===== src/rtl/tod_input_conditioner.sv =====
// Purpose: front-end for the time-of-day counter: 1 Hz advance strobe, switch sync, debounced set-load.
// Latency: tick_1hz every DIV cycles; load pulse DB_CYCLES+2 cycles after a stable raw sw[8] rise.
// Backpressure: none; tick_1hz and load_* are single-cycle strobes the consumer must take when high.
//
// Ports:
//   clk         board clock, all logic on the rising edge
//   reset       asynchronous, active-high reset
//   sw[9:0]     raw slide switches: [9] hour(1)/minute(0), [8] set request, [7:4] tens, [3:0] units
//   tick_1hz    one-cycle count-enable strobe, suppressed while setting
//   set_active  debounced set level
//   load_hour   one-cycle load of set_hi/set_lo into the hour digits
//   load_minute one-cycle load of set_hi/set_lo into the minute digits
//   set_hi      validated tens digit, held between loads
//   set_lo      validated units digit, held between loads
module tod_input_conditioner #(
  parameter int CLK_HZ    = 50000000,
  parameter int TICK_HZ   = 1,
  parameter int DB_CYCLES = 500000
) (
  input  logic       clk,
  input  logic       reset,
  input  logic [9:0] sw,
  output logic       tick_1hz,
  output logic       set_active,
  output logic       load_hour,
  output logic       load_minute,
  output logic [3:0] set_hi,
  output logic [3:0] set_lo
);

  localparam int DIV = CLK_HZ / TICK_HZ;
  localparam int PW  = $clog2(DIV);
  localparam int DW  = $clog2(DB_CYCLES);
  localparam logic [PW-1:0] PCNT_LAST = PW'(DIV - 1);
  localparam logic [DW-1:0] DCNT_LAST = DW'(DB_CYCLES - 1);
  localparam logic [DW-1:0] DCNT_ONE  = DW'(1);

  typedef enum logic [1:0] {
    IDLE      = 2'd0,
    CONF_HIGH = 2'd1,
    HELD      = 2'd2,
    CONF_LOW  = 2'd3
  } db_state_t;

  // Two-flop synchroniser; nothing downstream looks at the raw switches.
  logic [9:0] sync1;
  logic [9:0] ssw;

  always_ff @(posedge clk or posedge reset) begin
    if (reset) begin
      sync1 <= '0;
      ssw   <= '0;
    end else begin
      sync1 <= sw;
      ssw   <= sync1;
    end
  end

  // Debounce FSM on ssw[8]
  db_state_t       state, state_nxt;
  logic [DW-1:0]   dcnt, dcnt_nxt;
  logic            fire;

  always_ff @(posedge clk or posedge reset) begin
    if (reset) begin
      state <= IDLE;
      dcnt  <= '0;
    end else begin
      state <= state_nxt;
      dcnt  <= dcnt_nxt;
    end
  end

  always_comb begin
    state_nxt = state;
    dcnt_nxt  = dcnt;
    fire      = 1'b0;
    unique case (state)
      IDLE: begin
        if (ssw[8]) begin
          state_nxt = CONF_HIGH;
          dcnt_nxt  = DCNT_ONE;
        end
      end
      CONF_HIGH: begin
        if (!ssw[8]) begin
          state_nxt = IDLE;
        end else if (dcnt == DCNT_LAST) begin
          state_nxt = HELD;
          fire      = 1'b1;
        end else begin
          dcnt_nxt = dcnt + 1'b1;
        end
      end
      HELD: begin
        if (!ssw[8]) begin
          state_nxt = CONF_LOW;
          dcnt_nxt  = DCNT_ONE;
        end
      end
      CONF_LOW: begin
        // A return to high here is bounce on release, not a new press: no load.
        if (ssw[8]) begin
          state_nxt = HELD;
        end else if (dcnt == DCNT_LAST) begin
          state_nxt = IDLE;
        end else begin
          dcnt_nxt = dcnt + 1'b1;
        end
      end
      default: begin
        state_nxt = IDLE;
        dcnt_nxt  = '0;
      end
    endcase
  end

  assign set_active = (state == HELD) || (state == CONF_LOW);

  // Digit validation, only consumed on the fire cycle
  logic [3:0] dig_hi;
  logic [3:0] dig_lo;
  logic       lo_ok;
  logic       hour_ok;
  logic       minute_ok;
  logic       dig_ok;

  always_comb begin
    dig_hi    = ssw[7:4];
    dig_lo    = ssw[3:0];
    lo_ok     = (dig_lo <= 4'd9);
    hour_ok   = lo_ok && ((dig_hi < 4'd2) || ((dig_hi == 4'd2) && (dig_lo <= 4'd3)));
    minute_ok = lo_ok && (dig_hi <= 4'd5);
    dig_ok    = ssw[9] ? hour_ok : minute_ok;
  end

  always_ff @(posedge clk or posedge reset) begin
    if (reset) begin
      load_hour   <= 1'b0;
      load_minute <= 1'b0;
      set_hi      <= 4'd0;
      set_lo      <= 4'd0;
    end else begin
      load_hour   <= fire & ssw[9];
      load_minute <= fire & ~ssw[9];
      if (fire) begin
        set_hi <= dig_ok ? dig_hi : 4'd0;
        set_lo <= dig_ok ? dig_lo : 4'd0;
      end
    end
  end

  // Prescaler: parked at 0 while setting so the first tick after release
  // arrives a full DIV cycles later.
  logic [PW-1:0] pcnt;

  always_ff @(posedge clk or posedge reset) begin
    if (reset) begin
      pcnt     <= '0;
      tick_1hz <= 1'b0;
    end else if (set_active) begin
      pcnt     <= '0;
      tick_1hz <= 1'b0;
    end else if (pcnt == PCNT_LAST) begin
      pcnt     <= '0;
      tick_1hz <= 1'b1;
    end else begin
      pcnt     <= pcnt + 1'b1;
      tick_1hz <= 1'b0;
    end
  end

endmodule


===== config.mk =====
export PLATFORM = sky130hd
export DESIGN_NAME = tod_input_conditioner
export DESIGN_NICKNAME = d
export VERILOG_FILES = /design/src/rtl/tod_input_conditioner.sv
export SDC_FILE = /design/constraint.sdc
export NUM_CORES = 1
export LEC_CHECK = 0
export BUFFER_PORTS_ARGS = -buffer_cell sky130_fd_sc_hd__buf_2
export CORE_UTILIZATION = 30
export CTS_BUF_LIST = sky130_fd_sc_hd__clkbuf_4
export DETAILED_ROUTE_END_ITERATION = 10
export GPL_TIMING_DRIVEN = 0
export SKIP_CTS_REPAIR_TIMING = 1
export SLEW_MARGIN = 20
export SYNTH_ARGS = -nofsm -noshare
export SYNTH_HDL_FRONTEND = slang
export SYNTH_SLANG_ARGS = --single-unit

===== constraint.sdc =====
create_clock -name clk -period 2.6 [get_ports clk]
set_input_delay 0.26 -clock clk [delete_from_list [all_inputs] [get_ports clk]]
set_output_delay 0.26 -clock clk [all_outputs]
set_load 0.005 [all_outputs]

==> impl_metrics.csv <==
group,metric,value,unit
detailed_routing,drt_wl_total,6850,um
layout,register_area,1952,um2
detailed_routing,vias,2646,
synth,synthesis.area,3495,um2
critical_path,rr_startpoint,"pcnt[0]",
status,status,"finished clean",
power,power.density,514.8,nW/um2
sta,tightest_slew,0.6603,ns
detailed_routing,wl_per_cell,12.69,um
sta,rsz0062_at_grt,"no",
layout,nNetsFinal,406,
synth,async_flop_share,1.000,
hold_path,hp-class,"reg2reg",
sta,finalSetupViolCount,0,
sta,fin_skew,0.01899,ns
global_routing,grt_start_max_net_pins,41,
run,maxCapViolations,0,
layout,multiInputGateArea,1440,um2
critical_path,worstSetupEndpointType,"flop",
die,io_pins,24,
cts,root_buffer,"clkbuf_4",
critical_path,path_delay_family,"simple AND/OR/NAND/NOR gates",
synth,yosysTopAreaCellShare,0.5585,
cts,cts_buffers,9,
synth,synth_nets,360,
global_routing,use_met1,0.1611,
sta,maxSlewViolCount,0,
global_routing,grt_use_met3,0.04090,
global_routing,grt_use_total,0.1266,
die,die_y,109.9,um
sta,hold_violations,0,
placement,gp_congestion,0.7928,
layout,syn_to_final_growth,16.15,%
power,total_leakage_power,0.001792,uW
placement,dp.cells,513,
die,initial_utilization,0.3074,
synth,synth_edf_count,0,
placement,placed_area,3811,um2
die,die_w,109.9,um
layout,final_cell_area,4059,um2
global_routing,grt_pass1_vias,2555,
power,max-vdd-ir-drop,0.4039,mV
sta,max_slew_margin,0.5557,
cts,htreeDepth,3,
critical_path,crit_buf_inv,2,
critical_path,startpoint_type,"flop",
detailed_routing,firstDrtPassIters,4,
cts,path_clk_slew,0.12,ns
cts,cts_max_path_buffers,2,
global_routing,gr-total-overflow,0,
synth,yosys_warnings,0,
placement,io_buffers,23,
synth,synthTopCellsByArea,"dfrtp_1, nor2_1, nand2_1",
detailed_routing,ant_nets,0,
hold_path,min_from,"sync1[5]",
synth,ys_ff_latch,78,
detailed_routing,via_per_inst,4.900,
placement,hpwl,4678,um
critical_path,cp_cell_sequence,"ha_1 -> nand4_1 -> nor2_1 -> nand4_1 -> nand2b_1 -> clkbuf_1 -> buf_1 -> nor2_1",
critical_path,path_class,"reg2reg",
layout,diodes,0,
synth,synth_cell_types,48,
cts,cts_sinks,78,
die,dieArea,12080,um2
synth,yosysSeqAreaShare,0.5585,
cts,cts_tree,"yes",
die,core,11370,um2
global_routing,use_met2,0.2031,
layout,mostFrequentLayoutCells,"dfrtp_1, nor2_1, nand2_1",
critical_path,crit_slowest_cell,"buf_1",
critical_path,slowest_delay,0.41,ns
critical_path,worstSetupStartpoint,"pcnt[0]",
cts,clkLatencyLatePin,0.43,ns
synth,synth_largest_area_cell,"dfrtp_1",
critical_path,crit_fanout,10,
critical_path,regToRegSetupSlack,0.30,ns
detailed_routing,drtIter0Drc,93,
layout,final_common_cell,"dfrtp_1",
detailed_routing,drc,0,
critical_path,worst_ep_arrival_time,2.60,ns
critical_path,worstPathRequired,2.90,ns
layout,final_cells,540,
sta,fmax,434.0,MHz
die,core.rowCount,39,
global_routing,grt_pass1_wl,11800,um
global_routing,antenna_found_initial,0,
synth,synth_area_per_cell,10.10,um2
sta,fin_crit,2.304,ns
global_routing,grt_most_used_layer,"met2",
sta,timing.final.crit_share,0.8863,
synth,synthCells,346,
layout,drive_above_1_share,0.1562,
synth,synth_ff_type,"dfrtp_1",
layout,fillCellCount,1145,
==> stage by stage <==
stage | util | TNS (ns) | worst slack [ns] | hold slack, ns | total power (uW)
2_1_floorplan | - | 0 | 0.3450 | 0.2914 | 1344
3_3_place_gp | 0.3332 | -43.79 | -0.5644 | 0.3357 | 1375
3_5_place_dp | 0.3352 | 0 | 0.3096 | 0.3258 | 1382
4_1_cts | 0.3473 | 0 | 0.2807 | -0.1606 | 2111
5_1_grt | 0.3570 | 0 | 0.0006359 | 0.3701 | 2190
6_report | 0.3570 | 0 | 0.2956 | 0.3581 | 2090
==> registers in the layout, indices dropped and copies added, names as in the netlist, named ones only <==
register     cells
dcnt            19
load_hour        1
load_minute      1
pcnt            26
set_hi           4
set_lo           4
ssw             10
state            1
sync1           10
tick_1hz         1
==> synthesized netlist by cell type, types with 3 or more instances <==
cell type  count
a21oi_1       12
a22o_1         3
and3_1         7
and4_1         4
clkbuf_1      13
dfrtp_1       78
inv_1         10
mux2_2         3
nand2_1       39
nand3_1       17
nand4_1       11
nor2_1        43
nor3_1         6
nor4_1         3
o21ai_0       13
o21ai_1        4
o21ai_2        3
or2_2          4
or3_1          8
or4_1          5
xnor2_1       12
xor2_1        12
==> power by group <==
part | total (uW) | leakage [uW] | switching (uW) | internal, uW
clock network | 721 | 0.0000700 | 420 | 301
logic | 105 | 0.000701 | 63.4 | 41.1
registers | 1260 | 0.00102 | 24.2 | 1240
==> worst register-to-register path, stage by stage (launching register included) <==
cell,delay (ns)
dfrtp_1,0.40
ha_1,0.22
nand4_1,0.24
nor2_1,0.26
nand4_1,0.18
nand2b_1,0.11
clkbuf_1,0.25
buf_1,0.41
nor2_1,0.10
==> layout make-up <==
class,instances,area share
Multi-Input combinational cell,243,0.3548
Clock inverter,6,0.01541
Buffer,15,0.01603
Sequential cell,78,0.4809
Inverter,10,0.009864
Timing Repair Buffer,35,0.06042
Clock buffer,10,0.01850
Tap cell,143,0.04408
==> cells by family after synthesis <==
kind of cell,synth area share
adder cells (fa/ha/maj),0.007160
XOR/XNOR,0.06015
AND/OR/NAND/NOR,0.2435
buffers and inverters,0.02936
multiplexers,0.009666
AO/OA/AOI/OAI,0.09166
flip-flops,0.5585
==> metal layers <==
layer,vias up,routed length (um)
met5,-,0
met4,0,89
met3,8,284
met2,63,3189
met1,1274,3287
li1,1301,-
==> final timing paths <==
path	endpoint	cells after the start
min reg2reg	ssw[5]	0
max in group asynchronous	pcnt[4]	4
max	pcnt[15]	8
min in group asynchronous	load_hour	3
max reg2reg	pcnt[15]	8
min	ssw[5]	0
(Power assumes the default switching activity.)
